<file path="src/rtl/uart_tx_result_if.sv">
// uart_tx_result_if: request/status bundle between the ALU result path and the UART transmitter.
//   tick     - 16x baud oversampling strobe (driver -> transmitter)
//   tx_start - request to send data (driver -> transmitter)
//   data     - word to transmit (driver -> transmitter)
//   tx       - serial line, idle high (transmitter -> driver)
//   busy     - frame in progress (transmitter -> driver)
//   tx_done  - one-clock end-of-frame pulse (transmitter -> driver)
interface uart_tx_result_if #(parameter int NB_DATA = 8);
    logic               tick;
    logic               tx_start;
    logic [NB_DATA-1:0] data;
    logic               tx;
    logic               busy;
    logic               tx_done;
    modport master (output tick, tx_start, data, input tx, busy, tx_done);
    modport slave  (input tick, tx_start, data, output tx, busy, tx_done);
endinterface

</file>
<file path="src/rtl/uart_tx_result.sv">
// uart_tx_result: serializes an NB_DATA-bit word into a start/data/stop asynchronous frame, LSB first.
//   i_clk   - system clock, rising edge
//   i_reset - asynchronous active-high reset
//   bus     - slave side of uart_tx_result_if (tick, tx_start, data in; tx, busy, tx_done out)
module uart_tx_result #(
    parameter int NB_DATA = 8,
    parameter int SB_TICK = 16
) (
    input  logic          i_clk,
    input  logic          i_reset,
    uart_tx_result_if.slave bus
);
    localparam int SW = $clog2(SB_TICK);
    localparam int NW = $clog2(NB_DATA);
    typedef enum logic [1:0] {IDLE, START, DATA, STOP} state_t;
    state_t             state, state_n;
    logic [SW-1:0]      s, s_n;
    logic [NW-1:0]      n, n_n;
    logic [NB_DATA-1:0] b, b_n;
    logic               tx_r, tx_n;
    logic               done_r, done_n;
    always_ff @(posedge i_clk or posedge i_reset) begin
        if (i_reset) begin
            state  <= IDLE;
            s      <= '0;
            n      <= '0;
            b      <= '0;
            tx_r   <= 1'b1;
            done_r <= 1'b0;
        end else begin
            state  <= state_n;
            s      <= s_n;
            n      <= n_n;
            b      <= b_n;
            tx_r   <= tx_n;
            done_r <= done_n;
        end
    end
    // The tx line is registered one step ahead: each transition also loads the level of the next bit.
    always_comb begin
        state_n = state;
        s_n     = s;
        n_n     = n;
        b_n     = b;
        tx_n    = tx_r;
        done_n  = 1'b0;
        case (state)
            IDLE: begin
                tx_n = 1'b1;
                if (bus.tx_start) begin
                    b_n     = bus.data;
                    s_n     = '0;
                    state_n = START;
                    tx_n    = 1'b0;
                end
            end
            START: begin
                tx_n = 1'b0;
                if (bus.tick) begin
                    if (s == SW'(15)) begin
                        s_n     = '0;
                        n_n     = '0;
                        state_n = DATA;
                        tx_n    = b[0];
                    end else begin
                        s_n = s + 1'b1;
                    end
                end
            end
            DATA: begin
                tx_n = b[0];
                if (bus.tick) begin
                    if (s == SW'(15)) begin
                        s_n = '0;
                        b_n = b >> 1;
                        if (n == NW'(NB_DATA - 1)) begin
                            state_n = STOP;
                            tx_n    = 1'b1;
                        end else begin
                            n_n  = n + 1'b1;
                            tx_n = b[1];
                        end
                    end else begin
                        s_n = s + 1'b1;
                    end
                end
            end
            default: begin
                tx_n = 1'b1;
                if (bus.tick) begin
                    if (s == SW'(SB_TICK - 1)) begin
                        state_n = IDLE;
                        s_n     = '0;
                        done_n  = 1'b1;
                    end else begin
                        s_n = s + 1'b1;
                    end
                end
            end
        endcase
    end
    assign bus.tx      = tx_r;
    assign bus.busy    = (state != IDLE);
    assign bus.tx_done = done_r;
endmodule
</file>
<file path="src/flat_wrapper.sv">
// flat-port wrapper written by rule: the top's interface ports become plain ports
module uart_tx_result_flat 
#(
    parameter int NB_DATA = 8,
    parameter int SB_TICK = 16
)
  (i_clk, i_reset, bus_tick, bus_tx_start, bus_data, bus_tx, bus_busy, bus_tx_done);
  uart_tx_result_if #(.NB_DATA(NB_DATA)) bus_i ();
  input  logic i_clk;
  input  logic i_reset;
  input wire logic [$bits(bus_i.tick)-1:0] bus_tick;
  input wire logic [$bits(bus_i.tx_start)-1:0] bus_tx_start;
  input wire logic [$bits(bus_i.data)-1:0] bus_data;
  output wire logic [$bits(bus_i.tx)-1:0] bus_tx;
  output wire logic [$bits(bus_i.busy)-1:0] bus_busy;
  output wire logic [$bits(bus_i.tx_done)-1:0] bus_tx_done;
  assign bus_i.tick = bus_tick;
  assign bus_i.tx_start = bus_tx_start;
  assign bus_i.data = bus_data;
  assign bus_tx = bus_i.tx;
  assign bus_busy = bus_i.busy;
  assign bus_tx_done = bus_i.tx_done;
  uart_tx_result #(.NB_DATA(NB_DATA), .SB_TICK(SB_TICK)) u_core (.i_clk(i_clk), .i_reset(i_reset), .bus(bus_i));
endmodule
</file>
<file path="config.mk">
export PLATFORM = sky130hd
export DESIGN_NAME = uart_tx_result_flat
export DESIGN_NICKNAME = d
export VERILOG_FILES = /design/src/rtl/uart_tx_result_if.sv /design/src/rtl/uart_tx_result.sv /design/src/flat_wrapper.sv
export SDC_FILE = /design/constraint.sdc
export NUM_CORES = 1
export LEC_CHECK = 0
export ABC_CLOCK_PERIOD_IN_PS = 3200
export BUFFER_PORTS_ARGS = -buffer_cell sky130_fd_sc_hd__buf_4
export CORE_ASPECT_RATIO = 1.2
export CORE_MARGIN = 1.5
export CORE_UTILIZATION = 45
export DETAILED_ROUTE_END_ITERATION = 10
export GPL_ROUTABILITY_DRIVEN = 0
export PLACE_DENSITY = 0.74
export SYNTH_ARGS = -nofsm -noshare
export SYNTH_HDL_FRONTEND = slang
export SYNTH_SLANG_ARGS = --single-unit
</file>
<file path="constraint.sdc">
create_clock -name i_clk -period 3.2 [get_ports i_clk]
set_input_delay 0.8 -clock i_clk [delete_from_list [all_inputs] [get_ports i_clk]]
set_output_delay 0.8 -clock i_clk [all_outputs]
set_load 0.02 [all_outputs]
</file>
# --- Word-level counts from Yosys, hierarchy flattened ---
# Index checks and enable logic that the tools add are counted.
word_totals:
  register_bits: 19
  elab_cells: 63
classes:
  n_eq_ne: 11
  muxes: 33
  n_reduce_logical: 11
  add_sub_neg: 2
ops:
  columns: ["op", "n"]
  rows:
  - ["8-bit two-way mux", 3]
  - ["2-bit two-way mux", 8]
  - ["4-bit two-way mux", 4]
  - ["8-bit one-hot mux with 2 select lines", 1]
  - ["3-bit two-way mux", 5]
  - ["2-bit nonzero test", 5]
  - ["1-bit two-way mux", 9]
  - ["2-bit inequality test, second input constant", 4]
  - ["8-bit AND reduction", 1]
  - ["2-bit by 1-bit inequality test with 1-bit output, second input constant", 3]
  - ["2-bit one-hot mux with 3 select lines", 1]
  - ["3-bit one-hot mux with 2 select lines", 1]
  - ["6-bit AND reduction", 1]
  - ["4-bit by 1-bit adder with 4-bit output, second input constant", 1]
  - ["4-bit == test, second input constant", 1]
  - ["4-bit AND reduction", 1]
  - ["3-bit by 1-bit adder with 3-bit output, second input constant", 1]
  - ["3-bit == test, second input constant", 1]
  - ["1-bit one-hot mux with 3 select lines", 1]
  - ["3-bit OR reduction", 1]
  - ["2-bit by 1-bit == test with 1-bit output, second input constant", 1]
  - ["2-bit == test, second input constant", 1]
  - ["2-bit zero test", 1]
  - ["2-bit AND reduction", 1]

# --- Logic depth before layout (Yosys ltp) ---
# Gate-level depths: netlist of the first run.
logic_depth:
  word_depth: 5
  ltp_mapped: 8
  depth_no_buf: 6

# --- Worst setup path before layout of the first run ---
# Ideal clock, no wire load.
synth_timing:
  path_type: "reg2out"
  startpoint: "register u_core.state[0]"
  endpoint: "output bus_busy"
  setup_slack_ps: 1481
  n_path_buf: 1
  path_stages_with_launch: 5
  t_arrival_ps: 919
  path_cell_list: "dfrtp_1 -> inv_1 -> ha_1 -> buf_6 -> inv_1"
synth_between:
  elab_chain_len: 1
synth_lines:
  columns: ["item", "line", "rtl"]
  rows:
  - ["start: declaration", "uart_tx_result.sv:16", "state_t state, state_n;"]
  - ["start signal: assignment", "uart_tx_result.sv:31", "state <= state_n;"]
  - ["2-bit nonzero test", "uart_tx_result.sv:103", "assign bus.busy = (state != IDLE);"]
  - ["end: declaration", "flat_wrapper.sv:15", "output wire logic [$bits(bus_i.busy)-1:0] bus_busy;"]
# No other way between the ends.

# --- Final worst setup path of the first run ---
layout_timing:
  startpoint: "register u_core.state[1]"
  endpoint: "output bus_busy"
# The elaborated chain is that of the path after synthesis.

==> results.sh, run 1 <==
export IMPL_status="finished, final reports clean"
export IMPL_clk_latency_ns=0.30
export IMPL_antenna_found_initial=0
export IMPL_grt_pass1_vias=801
export IMPL_worst_path_max_delay_cell="dfrtp_1"
export IMPL_area_growth_pct=12.4
export IMPL_met3_usage_pct=2.89
export IMPL_ir_drop_mv=0.385
export IMPL_async_flop_share_pct=100
export IMPL_grtUsageTotal_pct=18.0
export IMPL_setup_viol=0
export IMPL_hold_viol_final=0
export IMPL_pin_count=15
export IMPL_worstSetupEndpoint="bus_busy"
export IMPL_rsz0062_at_grt="no"
export IMPL_final_nets=147
export IMPL_cp_cell_sequence="inv_1, ha_1, inv_1, buf_4"
export IMPL_drt_iter0_drc=24
export IMPL_reg2reg_slack_ns=1.10
export IMPL_synth_compound_area_share_pct=23.2
export IMPL_stdcell_count=157
export IMPL_setup_tns_ns=0
export IMPL_dieArea_mm2=0.00273
export IMPL_grtUsageMet1_pct=27.7
export IMPL_layout_common_cells="18 x dfrtp_1, 14 x buf_4, 12 x nand2_1"
export IMPL_yosys_mux_area_fraction_pct=2.99
export IMPL_clockBufferDepth=2
export IMPL_rows=19
export IMPL_synth_seq_area_share_pct=43.7
export IMPL_worst_slew_pin_slew_ns=0.690
export IMPL_htreeDepth=1
export IMPL_dieHeight_um=56.9
export IMPL_postCtsResizedCells=0
export IMPL_worst_path_max_fanout=10
export IMPL_worstPathRequired_ns=2.40
export IMPL_clock_sinks=19
export IMPL_start_util_pct=47.8
export IMPL_grt_max_degree=21
export IMPL_synth_xor_area_share_pct=0
export IMPL_reg2reg_from="u_core.state[0]$_DFFE_PP0P_"
export IMPL_synth_warnings=0
export IMPL_maxClockFrequency_mhz=434
export IMPL_postLayoutCoreUtil_pct=53.7
export IMPL_die_w_um=47.9
export IMPL_io_buffers=14
export IMPL_clock_skew_ns=0.00584
export IMPL_num_vias=873
export IMPL_synth_flop_cell="dfrtp_1"
export IMPL_cap_violations=0
export IMPL_synth_top_family_by_area="compound AO/OA/AOI/OAI gates"
export IMPL_cts_setup_buffers=0
export IMPL_path_common_cell="inv_1"
export IMPL_max_stage_delay_ns=0.44
export IMPL_rr_worst_depth=6
export IMPL_synthAdderAreaFrac_pct=9.18
export IMPL_powerDensity_mw_per_mm2=576
export IMPL_first_pass_iters=6
export IMPL_slew_viol_final=0
export IMPL_final_common_cell="dfrtp_1"
export IMPL_r2r_end="u_core.b[6]$_DFFE_PP0P_"
export IMPL_synth_seq_cells=19
export IMPL_diodes=0
export IMPL_p_total_mw=0.705
export IMPL_place_inst=153
export IMPL_synth_edf_count=0
export IMPL_ctsHoldBuffers=0
export IMPL_crit_type="register to output port"
export IMPL_layout_min_cycle_time_ns=2.30
export IMPL_dp_hpwl_mm=1.54
export IMPL_drtAntennaViolNets=0
export IMPL_drc=0
export IMPL_arrival_ns=1.50
export IMPL_grt_met2_usage_pct=25.5
export IMPL_synthCells=113
export IMPL_drt_wl_total_mm=2.09
export IMPL_endpoint_kind="output port"
export IMPL_grt_first_pass_wirelength_mm=3.64
export IMPL_clk_pin_slew_worst_paths_ns=0.11
export IMPL_holdCritPathClass="register to register"
export IMPL_syn_cell_area_mm2=0.00109
export IMPL_fin_crit_sh_pct=72.0
export IMPL_relSlewSlack_pct=53.9
export IMPL_syn_nets=133
export IMPL_grt_ovfl_total=0
export IMPL_synth_cell_types=36
export IMPL_critPathLaunchType="register"
export IMPL_viasPerCell=5.56
export IMPL_syn_area_per_cell_um2=9.64
export IMPL_drive_gt1_share_pct=17.5
export IMPL_synth_simple_gate_area_share_pct=15.3
export IMPL_busiest_layer="met1"
export IMPL_p_leak_nw=0.592
export IMPL_cts_tree="built"
export IMPL_root_buffer="clkbuf_4"
export IMPL_worstSetupStartpoint="u_core.state[1]$_DFFE_PP0P_"
export IMPL_core_mm2=0.00228
export IMPL_routedWlPerCell_um=13.3
export IMPL_cts_made_buffers=3
## logic make-up (layout without fill, tap and decap cells)
logic type	Yosys count	after routing
compound gates	40	40
flops	19	19
fa+ha+maj	8	8
simple gates	31	31
buf+inv	12	25
mux	3	3
## synthesized netlist by cell type, types with 2 or more instances
| master | n | area [µm²] |
|---|---|---|
| nor2_1 | 3 | 11.3 |
| a21oi_1 | 9 | 45.0 |
| a22o_1 | 4 | 35.0 |
| buf_6 | 2 | 22.5 |
| nand2_1 | 12 | 45.0 |
| o22ai_1 | 11 | 68.8 |
| dfrtp_1 | 18 | 450 |
| a2bb2oi_1 | 2 | 17.5 |
| o21ai_0 | 8 | 40.0 |
| and3_1 | 2 | 12.5 |
| nand3_1 | 3 | 15.0 |
| inv_1 | 7 | 26.3 |
| or3_1 | 2 | 12.5 |
| ha_1 | 8 | 100 |
## per-stage QoR
stage	instance area, µm²	setup slack (ns)	hold slack (ns)
finish	1220	0.898	0.532
detailed placement	1200	1.14	0.509
CTS	1220	0.893	0.533
global route	1220	0.786	0.549
floorplan	1090	1.48	0.483
global placement	1200	1.21	0.496
## power breakdown
group	leakage, nW	total, mW	internal [mW]	switching (mW)
Sequential	0.241	0.380	0.314	0.0668
Combinational	0.336	0.202	0.107	0.0954
Clock	0.0150	0.123	0.0486	0.0742
Total	0.592	0.705	0.469	0.236
## final cells by class
class                           count  area [µm²]
Fill cell                         215        1060
Sequential cell                    19         477
Clock buffer                        4        26.3
Timing Repair Buffer               14         105
Multi-Input combinational cell     82         552
Tap cell                           31        38.8
Inverter                            7        26.3
## state kept, by name (all words and copies together), names as in the netlist
name,count
u_core.b,8
u_core.s,4
u_core.n,3
u_core.state,2
u_core.bus.tx,1
u_core.bus.tx_done,1
## worst max-delay path: cells and delay by family, from the launching register on
| family | cells | cell delay, ns |
|---|---|---|
| flops | 1 | 0.44 |
| buf+inv | 3 | 0.35 |
| fa+ha+maj | 1 | 0.41 |
## worst min-delay path by stage
stage	from	to	slack, ns	cells after the start
3_3_place_gp	u_core.b[5]$_DFFE_PP0P_	u_core.b[5]$_DFFE_PP0P_	0.50	1
6_report	u_core.b[5]$_DFFE_PP0P_	u_core.b[5]$_DFFE_PP0P_	0.53	1
4_1_cts	u_core.b[5]$_DFFE_PP0P_	u_core.b[5]$_DFFE_PP0P_	0.53	1
2_1_floorplan	u_core.b[5]$_DFFE_PP0P_	u_core.b[5]$_DFFE_PP0P_	0.48	1
5_1_grt	u_core.b[5]$_DFFE_PP0P_	u_core.b[5]$_DFFE_PP0P_	0.55	1
3_5_place_dp	u_core.b[5]$_DFFE_PP0P_	u_core.b[5]$_DFFE_PP0P_	0.51	1
## routing by layer
metal	share of wire, %	up-vias
li1	-	441
met1	49	412
met2	46	16
met3	3.2	4
met4	1.4	0
met5	0	-
Power figures use the tool's default switching activity.
==> run 2: changes to the inputs <==
- ABC_CLOCK_PERIOD_IN_PS: 3200 -> 2200
- clock period: 3.2 -> 2.2 ns (I/O delays scaled with it)
==> run 2 against run 1 <==
Total power up 47%. Final cell count grew 0.64%. First-iteration DRC count is 50% higher. Via count increased by 3.9%.
==> results.sh, run 2 (same netlist as run 1, synthesis figures left out) <==
export IMPL_dieArea_mm2=0.00273
export IMPL_cp_num_buf_inv=3
export IMPL_cp_top_family="flip-flops"
export IMPL_grt_ovfl_total=0
export IMPL_crit_type="register to output port"
export IMPL_clk_pin_slew_worst_paths_ns=0.11
export IMPL_ctsHoldBuffers=0
export IMPL_first_pass_iters=4
export IMPL_layout_common_cells="18 x dfrtp_1, 15 x buf_4, 12 x nand2_1"
export IMPL_antenna_found_initial=0
export IMPL_core_mm2=0.00228
export IMPL_cts_made_buffers=3
export IMPL_final_nets=148
export IMPL_root_buffer="clkbuf_4"
export IMPL_htreeDepth=1
export IMPL_largest_register_ffs=8
export IMPL_dieHeight_um=56.9
export IMPL_fin_ws_ns=0.128
export IMPL_cts_tree="built"
export IMPL_setup_tns_ns=0
export IMPL_maxClockFrequency_mhz=483
export IMPL_viasPerCell=5.74
export IMPL_drtAntennaViolNets=0
export IMPL_drive_gt1_share_pct=18.9
export IMPL_rsz0062_at_grt="no"
export IMPL_clk_latency_ns=0.31
export IMPL_path_common_cell="inv_1"
export IMPL_worst_slew_pin_slew_ns=0.706
export IMPL_pin_count=15
export IMPL_endpoint_kind="output port"
export IMPL_n_fill_cell=231
export IMPL_reg2reg_from="u_core.state[0]$_DFFE_PP0P_"
export IMPL_dp_hpwl_mm=1.65
export IMPL_cap_violations=0
export IMPL_die_w_um=47.9
export IMPL_final_common_cell="dfrtp_1"
export IMPL_regMostFlops="u_core.b"
export IMPL_worstPathRequired_ns=1.65
export IMPL_worstSetupStartpoint="u_core.state[0]$_DFFE_PP0P_"
export IMPL_grtUsageTotal_pct=18.5
export IMPL_ff_latch_area_um2=477
export IMPL_status="finished, final reports clean"
export IMPL_drt_iter0_drc=36
export IMPL_cts_setup_buffers=0
export IMPL_diodes=0
export IMPL_cp_num_cells=4
export IMPL_grt_pass1_vias=853
export IMPL_critPathLaunchType="register"
export IMPL_multi_input_area_um2=552
export IMPL_area_growth_pct=13.2
export IMPL_holdWs_ns=0.343
export IMPL_setup_viol=0
export IMPL_holdCritPathClass="input port to async pin"
export IMPL_postCtsResizedCells=0
export IMPL_clock_sinks=19
export IMPL_ir_drop_mv=0.616
export IMPL_hold_viol_final=0
export IMPL_p_leak_nw=0.600
export IMPL_relSlewSlack_pct=52.9
export IMPL_powerDensity_mw_per_mm2=839
export IMPL_arrival_ns=1.52
export IMPL_largestRegisters="u_core.b (8), u_core.s (4), u_core.n (3)"
export IMPL_rr_worst_depth=6
export IMPL_post_place_ws_ns=0.313
export IMPL_grt_first_pass_wirelength_mm=3.68
export IMPL_clockBufferDepth=2
export IMPL_worst_path_max_fanout=10
export IMPL_layout_min_cycle_time_ns=2.07
export IMPL_start_util_pct=47.8
export IMPL_io_buffers=14
export IMPL_num_vias=907
export IMPL_cp_cell_sequence="inv_1, ha_1, inv_1, buf_4"
export IMPL_routedWlPerCell_um=13.8
export IMPL_drt_wl_total_mm=2.18
export IMPL_worst_path_max_delay_cell="dfrtp_1"
export IMPL_max_stage_delay_ns=0.43
export IMPL_grt_max_degree=20
export IMPL_clock_skew_ns=0.00683
export IMPL_fin_crit_sh_pct=94.2
export IMPL_slew_viol_final=0
export IMPL_rows=19
export IMPL_drc=0
==> run 2: changes by cell type in the layout (fill, tap and decap cells not counted) <==
cell / before / now
buf_4: 14 / 15
clkbuf_1: 1 / 0
clkinv_2: 0 / 1
==> run 2: worst register-to-register path, cell delays in order, from the launching register on <==
cell and delay (ns):
dfrtp_1 0.43, inv_1 0.12, ha_1 0.40, mux2_2 0.41, nand3_1 0.18, o22ai_1 0.12, a21oi_1 0.17
==> run 2: power by group <==
| group | switching (mW) | internal, mW |
|---|---|---|
| clock network | 0.114 | 0.0679 |
| registers | 0.0952 | 0.456 |
| logic | 0.146 | 0.156 |
==> run 2: layer usage <==
metal / vias up / wire, µm / track usage, %
li1: 442 / - / -
met1: 430 / 948 / 24.1
met2: 30 / 1080 / 29.1
met3: 5 / 106 / 2.89
met4: 0 / 48 / 8.11
met5: - / 0 / 0
==> run 2: worst paths after layout <==
| path | endpoint | slack (ns) |
|---|---|---|
| max | bus_busy | 0.13 |
| min | u_core.b[2]$_DFFE_PP0P_ | 0.34 |
| max reg2reg | u_core.b[2]$_DFFE_PP0P_ | 0.31 |
| min reg2reg | u_core.s[0]$_DFFE_PP0P_ | 0.52 |
| max in group asynchronous | u_core.state[0]$_DFFE_PP0P_ | 1.41 |
| min in group i_clk | u_core.b[7]$_DFFE_PP0P_ | 0.48 |
==> run 2: final cells by class <==
type | instances | area share (%)
Inverter | 7 | 2.13
Multi-Input combinational cell | 82 | 44.7
Tap cell | 31 | 3.14
Clock buffer | 3 | 1.83
Timing Repair Buffer | 15 | 9.13
Clock inverter | 1 | 0.406
Sequential cell | 19 | 38.6
==> run 2: stage by stage <==
| step | power, mW | util, % | std cells | cell area, µm² |
|---|---|---|---|---|
| 3_3_place_gp | 0.840 | 52.9 | 154 | 1210 |
| 3_5_place_dp | 0.859 | 52.9 | 154 | 1210 |
| 4_1_cts | 1.04 | 54.1 | 158 | 1230 |
| 6_report | 1.03 | 54.1 | 158 | 1230 |
| 5_1_grt | 1.11 | 54.1 | 158 | 1230 |
| 2_1_floorplan | 0.771 | - | 113 | 1090 |
